<file path="config.mk">
export PLATFORM = sky130hd
export DESIGN_NAME = sev_seg_capture
export DESIGN_NICKNAME = d
export VERILOG_FILES = /design/src/rtl/sev_seg_capture.sv
export SDC_FILE = /design/constraint.sdc
export NUM_CORES = 1
export LEC_CHECK = 0
export ABC_AREA = 1
export CORE_ASPECT_RATIO = 2
export CORE_UTILIZATION = 56
export CTS_CLUSTER_SIZE = 25
export DETAILED_ROUTE_END_ITERATION = 8
export PLACE_DENSITY = 0.84
export SLEW_MARGIN = 0
export SYNTH_ARGS = -nofsm -noshare
export SYNTH_HDL_FRONTEND = slang
export SYNTH_SLANG_ARGS = --single-unit
</file>
<file path="constraint.sdc">
create_clock -name clk -period 4.7 [get_ports clk]
set_input_delay 0.47 -clock clk [delete_from_list [all_inputs] [get_ports clk]]
set_output_delay 0.47 -clock clk [all_outputs]
set_load 0.01 [all_outputs]
</file>
<file path="src/rtl/sev_seg_capture.sv">
// ---------------------------------------------------------------------------
// sev_seg_capture
//
// Purpose:
//   Watches a multiplexed seven-segment display bus and recovers the hex value
//   shown on each digit. The bus {seg, dp, an} is registered every cycle. Once
//   the same sample has been seen STABLE_CYCLES times in a row, it is acted on
//   exactly once. It is not acted on again until the sample changes.
//
// Ports:
//   clk          in   system clock
//   rst          in   synchronous active-high reset
//   seg[6:0]     in   segment lines {a,b,c,d,e,f,g}, active-high, a = MSB
//   dp           in   decimal-point line, active-high
//   an[N-1:0]    in   digit enables, active-high, legal value is one-hot
//   digits       out  captured values, digit i at [4i+3:4i]
//   digit_valid  out  digit i holds a legally decoded value
//   dp_bits      out  last captured dp per digit
//   upd_valid    out  one-cycle pulse: a digit value was captured
//   upd_idx      out  index of captured digit (held between pulses)
//   upd_value    out  captured value (held between pulses)
//   bad_pattern  out  one-cycle pulse: stable, non-blank, non-hex pattern
//   bad_enable   out  one-cycle pulse: stable enable with several bits set
//
// Handshake: upd_valid is a single-cycle strobe with no ready/back-pressure.
// upd_idx and upd_value are meaningful only in the cycle upd_valid is high.
// ---------------------------------------------------------------------------
module sev_seg_capture #(
   parameter int NUM_DIGITS    = 4,
   parameter int STABLE_CYCLES = 4
) (
   input  logic                    clk,
   input  logic                    rst,
   input  logic [6:0]              seg,
   input  logic                    dp,
   input  logic [NUM_DIGITS-1:0]   an,
   output logic [4*NUM_DIGITS-1:0] digits,
   output logic [NUM_DIGITS-1:0]   digit_valid,
   output logic [NUM_DIGITS-1:0]   dp_bits,
   output logic                    upd_valid,
   output logic [2:0]              upd_idx,
   output logic [3:0]              upd_value,
   output logic                    bad_pattern,
   output logic                    bad_enable
);

   localparam int SW = 8 + NUM_DIGITS;

   // Sample register layout: {seg[6:0], dp, an[N-1:0]}
   logic [SW-1:0]           sample_q, sample_d;
   logic [7:0]              cnt_q, cnt_d;
   logic                    captured_q, captured_d;

   logic [4*NUM_DIGITS-1:0] digits_q, digits_d;
   logic [NUM_DIGITS-1:0]   digit_valid_q, digit_valid_d;
   logic [NUM_DIGITS-1:0]   dp_bits_q, dp_bits_d;
   logic                    upd_valid_q, upd_valid_d;
   logic [2:0]              upd_idx_q, upd_idx_d;
   logic [3:0]              upd_value_q, upd_value_d;
   logic                    bad_pattern_q, bad_pattern_d;
   logic                    bad_enable_q, bad_enable_d;

   logic                    same;
   logic                    fire;
   logic [6:0]              s_seg;
   logic                    s_dp;
   logic [NUM_DIGITS-1:0]   s_an;
   logic [4:0]              dec;

   // Inverse of the hex-to-segment table: {legal, value}
   function automatic logic [4:0] decode(input logic [6:0] p);
      logic [4:0] r;
      case (p)
         7'b1111110: r = {1'b1, 4'h0};
         7'b0110000: r = {1'b1, 4'h1};
         7'b1101101: r = {1'b1, 4'h2};
         7'b1111001: r = {1'b1, 4'h3};
         7'b0110011: r = {1'b1, 4'h4};
         7'b1011011: r = {1'b1, 4'h5};
         7'b1011111: r = {1'b1, 4'h6};
         7'b1110000: r = {1'b1, 4'h7};
         7'b1111111: r = {1'b1, 4'h8};
         7'b1111011: r = {1'b1, 4'h9};
         7'b1110111: r = {1'b1, 4'hA};
         7'b0011111: r = {1'b1, 4'hB};
         7'b1001110: r = {1'b1, 4'hC};
         7'b0111101: r = {1'b1, 4'hD};
         7'b1001111: r = {1'b1, 4'hE};
         7'b1000111: r = {1'b1, 4'hF};
         default:    r = 5'b0_0000;
      endcase
      return r;
   endfunction

   assign s_seg = sample_q[SW-1 -: 7];
   assign s_dp  = sample_q[NUM_DIGITS];
   assign s_an  = sample_q[NUM_DIGITS-1:0];

   always_comb begin
      sample_d      = {seg, dp, an};
      same          = (sample_d == sample_q);
      dec           = decode(s_seg);

      // Saturating stability counter; any change restarts the dwell at 1.
      if (!same)                cnt_d = 8'd1;
      else if (cnt_q != 8'hFF)  cnt_d = cnt_q + 8'd1;
      else                      cnt_d = cnt_q;

      // The captured flag keeps a long-held (or saturated) sample from
      // acting twice; it clears whenever the sample changes.
      fire          = (cnt_q == 8'(STABLE_CYCLES)) && !captured_q;
      captured_d    = same ? (captured_q | fire) : 1'b0;

      digits_d      = digits_q;
      digit_valid_d = digit_valid_q;
      dp_bits_d     = dp_bits_q;
      upd_idx_d     = upd_idx_q;
      upd_value_d   = upd_value_q;
      upd_valid_d   = 1'b0;
      bad_pattern_d = 1'b0;
      bad_enable_d  = 1'b0;

      if (fire) begin
         if ((s_an != '0) && !$onehot(s_an)) begin
            bad_enable_d = 1'b1;
         end else begin
            // an is zero or one-hot here, so at most one iteration matches.
            for (int i = 0; i < NUM_DIGITS; i++) begin
               if (s_an[i]) begin
                  dp_bits_d[i] = s_dp;
                  if (s_seg == 7'b0000000) begin
                     digit_valid_d[i] = 1'b0;
                  end else if (dec[4]) begin
                     digits_d[4*i +: 4] = dec[3:0];
                     digit_valid_d[i]   = 1'b1;
                     upd_valid_d        = 1'b1;
                     upd_idx_d          = 3'(i);
                     upd_value_d        = dec[3:0];
                  end else begin
                     digit_valid_d[i] = 1'b0;
                     bad_pattern_d    = 1'b1;
                  end
               end
            end
         end
      end
   end

   always_ff @(posedge clk) begin
      if (rst) begin
         sample_q      <= '0;
         cnt_q         <= '0;
         captured_q    <= 1'b0;
         digits_q      <= '0;
         digit_valid_q <= '0;
         dp_bits_q     <= '0;
         upd_valid_q   <= 1'b0;
         upd_idx_q     <= '0;
         upd_value_q   <= '0;
         bad_pattern_q <= 1'b0;
         bad_enable_q  <= 1'b0;
      end else begin
         sample_q      <= sample_d;
         cnt_q         <= cnt_d;
         captured_q    <= captured_d;
         digits_q      <= digits_d;
         digit_valid_q <= digit_valid_d;
         dp_bits_q     <= dp_bits_d;
         upd_valid_q   <= upd_valid_d;
         upd_idx_q     <= upd_idx_d;
         upd_value_q   <= upd_value_d;
         bad_pattern_q <= bad_pattern_d;
         bad_enable_q  <= bad_enable_d;
      end
   end

   assign digits      = digits_q;
   assign digit_valid = digit_valid_q;
   assign dp_bits     = dp_bits_q;
   assign upd_valid   = upd_valid_q;
   assign upd_idx     = upd_idx_q;
   assign upd_value   = upd_value_q;
   assign bad_pattern = bad_pattern_q;
   assign bad_enable  = bad_enable_q;

endmodule

</file>
Word-level counts from Yosys, hierarchy flattened:

Cells that the tools add are included.

* bits in registers: 55
* output and inout port bits: 34
* word-level logic and storage cells: 121

* add/sub/neg operators: 4
* equal/unequal tests: 21
* muxes and demuxes: 52
* bitwise operators: 5
* reductions and logical operators: 18

Operators with widths (number)
* 7-bit equality test, second input constant: 12
* 5-bit one-hot mux with 16 select lines: 1
* 4-bit two-way mux: 12
* 3-bit two-way mux: 12
* 1-bit two-way mux: 27
* 7-bit by 6-bit equality test with 1-bit output, second input constant: 3
* 5-bit AND reduction: 4
* 12-bit equality test: 1
* 3-bit AND reduction: 4
* 8-bit by 1-bit adder with 8-bit output, second input constant: 1
* 8-bit by 3-bit equality test with 1-bit output, second input constant: 1
* 8-bit inequality test, second input constant: 1
* 7-bit by 5-bit equality test with 1-bit output, second input constant: 1
* 7-bit zero test: 1
* 1-bit by 1-bit adder with 2-bit output: 2
* 1-bit inverter: 4
* 4-bit nonzero test: 1
* 2-bit OR reduction: 2
* 2-bit by 2-bit adder with 3-bit output: 1
* 3-bit by 1-bit equality test with 1-bit output, second input constant: 1
* 3-bit OR reduction: 1
* 1-bit logical AND: 2
* 1-bit zero test: 2
* 2-bit by 1-bit inequality test with 1-bit output, second input constant: 1
* other kinds (2): 2

Logic depth before layout (Yosys ltp):

Gate-level depths: netlist of the first run.

* word-level depth: 14
* gate-level depth with buffers: 17
* mapped depth without buffers: 16

Worst setup path before layout of the first run:

OpenSTA, ideal clock, no wires.

* path type: flip-flop to flip-flop
* start point: register sample_q[1]
* end point: register upd_idx_q[2] (netlist: upd_idx[2])
* setup time: 0.115 ns
* arrival time: 2.407 ns
* required time: 4.585 ns
* path slack: 2.178 ns
* stages on the path, launching flop included: 15
* period minus slack after synthesis: 2.522 ns
* cells stage by stage: dfxtp_1 -> buf_2 -> inv_1 -> fa_1 -> inv_1 -> ha_1 -> ha_1 -> nand3b_1 -> nand2_1 -> nand3_1 -> nor2_2 -> nand2_1 -> inv_1 -> nand2_1 -> and3_1

* longest elaborated chain between the ends: 7
* elaborated cells between the ends (all ways): 15
* classes of those cells: 2 x add/sub; 1 x eq/ne; 7 x mux; 1 x bitwise; 4 x reduce/logical

RTL lines
* from (decl): RTL line 50 `logic [SW-1:0] sample_q, sample_d;`
* from (signal assigned): RTL line 163 `sample_q <= sample_d;`
* 1-bit by 1-bit adder with 2-bit output (implied by the code) or 3-bit two-way mux (tied branches): RTL line 124, 129
* 2-bit by 2-bit adder with 3-bit output (implied by the code) or 3-bit two-way mux (tied branches): RTL line 124, 133
* 3-bit by 1-bit equality test with 1-bit output or 3-bit two-way mux (tied branches): RTL line 124, 131
* 1-bit zero test or 3-bit two-way mux (tied branches): RTL line 124, 129
* 1-bit logical AND or 3-bit two-way mux (tied branches): RTL line 124, 133
* 1-bit inverter (no source line) or 3-bit two-way mux (tied branches)
* 2-bit AND reduction (no source line) or 3-bit two-way mux (tied branches)
* to (signal assigned): RTL line 170 `upd_idx_q <= upd_idx_d;`
* to (decl): RTL line 58 `logic [2:0] upd_idx_q, upd_idx_d;`

Parallel ways exist; a longest one is shown, timed or not.
A chain may end at the register's enable or synchronous reset.

Final worst setup path of the first run:

* start point: register sample_q[1]
* end point: register digits_q[0] (netlist: digits[0])

* longest elaborated chain between the ends: 7
* elaborated cells between the ends (all ways): 8
* classes of those cells: 2 x add/sub; 1 x eq/ne; 1 x bitwise; 4 x reduce/logical

RTL lines
* 1-bit by 1-bit adder with 2-bit output (implied by the code): RTL line 124 `if ((s_an != '0) && !$onehot(s_an)) begin`
* 2-bit by 2-bit adder with 3-bit output (implied by the code): RTL line 124
* 3-bit by 1-bit equality test with 1-bit output: RTL line 124
* 1-bit zero test: RTL line 124
* 1-bit logical AND (*): RTL line 124
* 1-bit inverter (no source line) (*)
* 5-bit AND reduction (no source line) (*)
* to (signal assigned): RTL line 166 `digits_q <= digits_d;`
* to (decl): RTL line 54 `logic [4*NUM_DIGITS-1:0] digits_q, digits_d;`

Mark *: on every way between the ends. The rest lies on a longest branch, timed or not.

==> results of run 1 <==
[cell usage after synthesis, drive strengths merged]
cell and instances:
a211oi 2, a21oi 31, a31oi 1, and3 1, buf 5, clkbuf 5, dfxtp 55, fa 1
ha 5, inv 62, nand2 49, nand3 28, nand3b 2, nand4 8, nor2 56, nor3 7
nor4 3, o2111a 1, o211ai 2, o21ai 28, xnor2 8, xor2 4
[worst max path at each step]
| stage | start | endpoint | slack [ns] | cells after the start |
|---|---|---|---|---|
| 6_report | sample_q[1] | digits[0] | 1.79 | 13 |
| 5_1_grt | sample_q[1] | digits[1] | 1.53 | 13 |
| 4_1_cts | sample_q[1] | digits[1] | 1.78 | 13 |
| 3_5_place_dp | sample_q[1] | digits[0] | 1.83 | 13 |
| 3_3_place_gp | sample_q[1] | digits[1] | 1.92 | 13 |
| 2_1_floorplan | sample_q[1] | upd_idx[2] | 2.18 | 14 |
[metal layers]
metal / GRT usage, % / up-vias / part of all wire, % / wire length (um)
li1: - / 1255 / - / -
met4: 15.0 / 0 / 3.8 / 255
met1: 25.4 / 1183 / 35 / 2330
met3: 4.13 / 23 / 2.3 / 151
met5: 0 / - / 0 / 0
met2: 59.2 / 66 / 59 / 3910
[registers in the layout, indices dropped and copies added, names as in the netlist]
name,cells
upd_value,4
dp_bits,4
sample_q,12
bad_enable,1
digit_valid,4
bad_pattern,1
cnt_q,8
upd_idx,3
captured_q,1
digits,16
upd_valid,1
[critical path, stage by stage (launching register included)]
cell and delay (ns):
dfxtp_1 0.47, inv_1 0.14, fa_1 0.52, inv_1 0.04
ha_1 0.17, ha_1 0.26, nand3b_1 0.15, nand2_1 0.10
nand3_1 0.16, nor2_1 0.26, nand2_1 0.17, inv_1 0.15
o21ai_0 0.09, a21oi_1 0.15
[cell type report]
| class | instances | area (um2) | area share, % |
|---|---|---|---|
| multi-input cells | 237 | 1260 | 38.7 |
| clock buffers | 6 | 82.6 | 2.53 |
| well taps | 55 | 68.8 | 2.11 |
| inverters | 62 | 233 | 7.14 |
| clock inverters | 2 | 35.0 | 1.07 |
| repair buffers | 48 | 478 | 14.7 |
| flip-flops and latches | 55 | 1100 | 33.8 |
[cells in the final DEF (no fill, tap or decap), drive strengths merged]
master,count
inv,62
bufinv,1
clkinv,1
ha,5
nor2,56
nand4,8
clkbuf,6
buf,1
a21oi,31
a211oi,2
nand3b,2
xnor2,8
a31oi,1
clkdlybuf4s50,47
nand2,49
o21ai,28
nand3,28
dfxtp,55
o211ai,2
nor4,3
nor3,7
fa,1
and3,1
o2111a,1
xor2,4
[power by group through the flow]
stage | clock (mW) | sequential [mW] | combinational [mW]
floorplan | 0 | 0.488 | 0.0445
global placement | 0 | 0.495 | 0.0577
detailed placement | 0 | 0.495 | 0.0597
CTS | 0.328 | 0.485 | 0.0601
global route | 0.347 | 0.486 | 0.0677
finish | 0.328 | 0.485 | 0.0601
[logic make-up after synthesis]
kind of cell	after synthesis	synth area share, %
AOI/OAI and AO/OA	65	13.1
xor gates and xnor gates	12	3.96
adders and majority gates	6	3.11
buffers and inverters	72	10.9
DFF	55	41.5
and+or+nand+nor	154	27.4
[per-stage QoR]
stage	power, mW	instance area, um2
final	0.873	3260
after global routing	0.900	3260
after CTS	0.872	3260
after detailed placement	0.555	3140
after global placement	0.553	3140
after floorplan	0.532	2650
==> key figures, run 1 <==
Status
  – Run status: completed

Synthesis
  – Area contributors post-synth: dfxtp_1, inv_1, nand2_1, nor2_1, a21oi_1
  – Cell taking the most area after synthesis: dfxtp_1
  – Mapped Area: 2650 um2
  – Netlist cell types: 32
  – Syn avg cell area: 7.29 um2
  – Yosys warns: 0
  – Post-synth top area share: 41.5%
  – FF+latch count, synth: 55
  – Syn Nets: 384
  – Post-synthesis sequential area ratio: 41.5%
  – Gate Count Post-Synth: 364

Layout
  – Layout Nets: 429
  – Share of layout cells above drive strength 1: 6.83%
  – Layout fillers: 409
  – Non-filler cells, final: 465
  – # diodes: 0
  – Final Util: 71.6%
  – Area growth, synth to finish: 22.9%

STA
  – Tcrit/Tclk final: 62.0%
  – Slew Viols, Final: 0
  – Final Setup Violations: 0
  – RSZ-0062 raised after global routing: false
  – Rel. slew slack: 56.8%
  – Setup TNS: 0 ns
  – Worst-Margin Slew: 0.643 ns
  – Fin worst setup slack: 1.79 ns
  – Fin Hold WS: 0.452 ns
  – Max Clock Freq: 343 MHz
  – Skew final: 0.00969 ns
  – Final min period: 2.91 ns
  – Number of hold violations in the final report: 0

Pwr
  – Clk network pwr share: 37.6%
  – PD cells: 268 nW/um2
  – Comb pwr share: 6.9%
  – Int Pwr: 0.671 mW
  – Net Sw Power: 0.202 mW
  – Sequential fraction of design power: 55.5%
  – Peak VDD IR: 0.192 mV
  – Net Sw Frac: 23.1%
  – Leakage Power: 1.31 nW

Die
  – IO Count: 48
  – FP Rows: 35
  – Starting Density: 58.2%
  – Die width: 50.7 um
  – Die area: 5030 um2
  – Chip height: 99.3 um
  – Core footprint: 4550 um2

Clock network
  – Reg clk slew, reported paths: 0.10 ns
  – CTS tree: yes
  – Root Driver: clkbuf_8
  – Longest Clk Path Bufs: 2
  – Clock sink count: 55
  – H-tree Lvls: 2
  – Post-CTS Setup Bufs: 0
  – Hold bufs inserted after CTS: 0
  – Clk_lat worst skew: 0.31 ns
  – TritonCTS buffer count: 5
  – Post-CTS resize count: 0

Placement
  – Post-DP HPWL: 5120 um
  – Worst slack at placement: 1.83 ns
  – Gp weighted congestion: 0.901
  – Placed Cells: 457
  – IO Port Bufs: 47

Setup path
  – Reg-to-reg endpoint: digits[0]
  – Worst r2r src: sample_q[1]
  – WP data required: 4.94 ns
  – CP Class: reg -> reg
  – R2R Setup Slk: 1.79 ns
  – Critical path data arrival time: 3.15 ns
  – Startpoint Class: flop
  – Critical Path End Type: flop
  – Reg2Reg Depth: 13
  – CP Max Fanout: 7

Worst hold path
  – Hold Crit Endpoint: dp_bits[1]
  – Class of the worst hold path: reg -> reg
  – Hold Crit Start: dp_bits[1]
  – Hold depth: 2

Global routing
  – Global Route Usage Sum: 29.1%
  – First-pass GRT wire length: 11100 um
  – Initial antenna violation count: 0
  – Vias in the first global route: 2608
  – Largest net degree at the start of global routing: 27
  – Overflow after GRT: 0

Drt
  – Drt wl/cell: 14.3 um
  – 1st-pass router iterations: 4
  – Detail-routed via count per cell: 5.43
  – Post-Route WL: 6640 um
  – Post-route ant nets: 0
  – DRC: 0
  – Initial DRC count: 92
  – Vias: 2527

Job
  – Max-Cap Viols: 0
Power figures use the tool's default switching activity.
==> run 2: changes to the inputs <==
Settings changed: CORE_UTILIZATION 56 to 47, PLACE_DENSITY 0.84 to 0.76.
Clock period 4.7 ns to 2.5 ns, I/O delays scaled along.
==> key figures, run 2 (synthesis gave the netlist of run 1 again) <==
Die
  – Core footprint: 5420 um2
  – Chip height: 108 um
  – Starting Density: 48.9%
  – Die area: 5970 um2
  – Die width: 55.1 um
  – IO Count: 48
  – FP Rows: 38

Drt
  – Drt wl/cell: 13.2 um
  – DRC: 0
  – 1st-pass router iterations: 4
  – Post-Route WL: 6410 um
  – Post-route ant nets: 0
  – Vias: 2540
  – Detail-routed via count per cell: 5.23
  – Initial DRC count: 65

STA
  – Fin worst setup slack: 0.137 ns
  – Final Setup Violations: 0
  – Tcrit/Tclk final: 94.5%
  – Number of hold violations in the final report: 0
  – Slew Viols, Final: 0
  – Skew final: 0.00770 ns
  – Rel. slew slack: 60.9%
  – Max Clock Freq: 423 MHz
  – Final min period: 2.36 ns
  – Worst-Margin Slew: 0.581 ns
  – RSZ-0062 raised after global routing: true

Global routing
  – First-pass GRT wire length: 10400 um
  – Vias in the first global route: 2511
  – Global Route Usage Sum: 23.8%
  – Initial antenna violation count: 0
  – Largest net degree at the start of global routing: 27
  – Overflow after GRT: 0

Placement
  – Placed Area: 3230 um2
  – Post-DP HPWL: 4910 um
  – Gp weighted congestion: 0.842
  – Worst slack at placement: -0.0797 ns
  – Placed Cells: 473
  – IO Port Bufs: 47

Status
  – Run status: completed

Layout
  – Share of layout cells above drive strength 1: 13.1%
  – Layout fillers: 499
  – Area growth, synth to finish: 28.4%
  – Commonest non-fill, non-tap cell in the layout: inv_1
  – Layout Nets: 445
  – Max reg flops: 16
  – Register Area: 1100 um2
  – Design area: 3410 um2
  – Final Util: 62.8%
  – Multi-input logic area: 1320 um2
  – # diodes: 0
  – Most frequent cells in the layout: inv_1, dfxtp_1, clkdlybuf4s50_1, nor2_1, nand2_1
  – Non-filler cells, final: 486

Setup path
  – Crit path cell chain: inv_2 > fa_1 > inv_1 > ha_2 > ha_4 > nand3b_1 > nand2_2 > nand3_4 > nor2_4 > nand3_2 > o21ai_0 > a21oi_1
  – Critical path data arrival time: 2.56 ns
  – CP Class: reg -> reg
  – Crit path buf inv count: 2
  – Max incr delay on CP: 0.52 ns
  – Startpoint Class: flop
  – Critical Path End Type: flop
  – CP top delay family: adder cells
  – CP Max Fanout: 4
  – CP max-delay cell: fa_1
  – WP data required: 2.70 ns

Clock network
  – Longest Clk Path Bufs: 2
  – Hold bufs inserted after CTS: 0
  – Reg clk slew, reported paths: 0.09 ns
  – Clock sink count: 55
  – TritonCTS buffer count: 5
  – H-tree Lvls: 2
  – Root Driver: clkbuf_8
  – Clk_lat worst skew: 0.30 ns
  – CTS tree: yes

Worst hold path
  – Class of the worst hold path: reg -> reg

Pwr
  – Total Power: 1.51 mW
  – Leakage Power: 1.36 nW
  – PD cells: 444 nW/um2
  – Peak VDD IR: 0.389 mV

Job
  – Max-Cap Viols: 0
==> run 2: changes by cell type in the layout (fill, tap and decap cells not counted), moves of 3 or more <==
cell	delta
buf_4	+14
inv_1	-4
inv_2	+4
dfxtp_1	-3
dfxtp_2	+3
nand2_1	-3
nand2_2	+3
o21ai_0	-3
o21ai_1	+3
==> run 2: per-layer routing <==
layer	GRT usage, %	vias up	share of wire [%]
met5	0	-	0
met4	12.9	0	4.0
met3	3.09	18	3.2
met2	44.1	62	56
met1	23.3	1159	36
li1	-	1301	-
==> run 2: final cells by class <==
type                       count  share of cell area [%]
tap                           60                    2.20
inverter                      62                    6.83
multi-input combinational    238                    38.7
clock buffer                   7                    2.24
timing repair buffer          63                    17.5
sequential                    55                    32.4
clock inverter                 1                   0.147
==> run 2: final timing paths <==
path	to	slack, ns	cells past startpoint	startpoint
setup / recovery	digits[8]	0.14	12	sample_q[3]
hold / removal	digits[9]	0.45	2	digits[9]
setup reg to reg	digits[8]	0.14	12	sample_q[3]
hold reg to reg	digits[9]	0.45	2	digits[9]
==> run 2: through the flow <==
| step | setup TNS (ns) | hold WS [ns] |
|---|---|---|
| floorplan | -0.0467 | 0.357 |
| global placement | 0 | 0.435 |
| detailed placement | -0.361 | 0.435 |
| CTS | -0.00674 | 0.449 |
| global route | -0.0238 | 0.459 |
| finish | 0 | 0.445 |
==> run 2: worst reg2reg max path, stage by stage (launching register included) <==
cell and delay [ns]:
dfxtp_2 0.34, inv_2 0.04, fa_1 0.52, inv_1 0.04
ha_2 0.18, ha_4 0.20, nand3b_1 0.16, nand2_2 0.11
nand3_4 0.11, nor2_4 0.15, nand3_2 0.15, o21ai_0 0.20
a21oi_1 0.06
==> run 2: power breakdown <==
group | internal (mW) | switching [mW] | total, mW
registers | 0.887 | 0.0199 | 0.907
clock network | 0.197 | 0.268 | 0.466
logic | 0.0664 | 0.0742 | 0.141
==> run 2: what timing repair did <==
action	CTS	global route
hold endpoints to repair	0	0
cloned	1	0
pin swaps	3	7
setup buffers	1	3
setup endpoints to repair	16	30
gates resized for setup	9	12
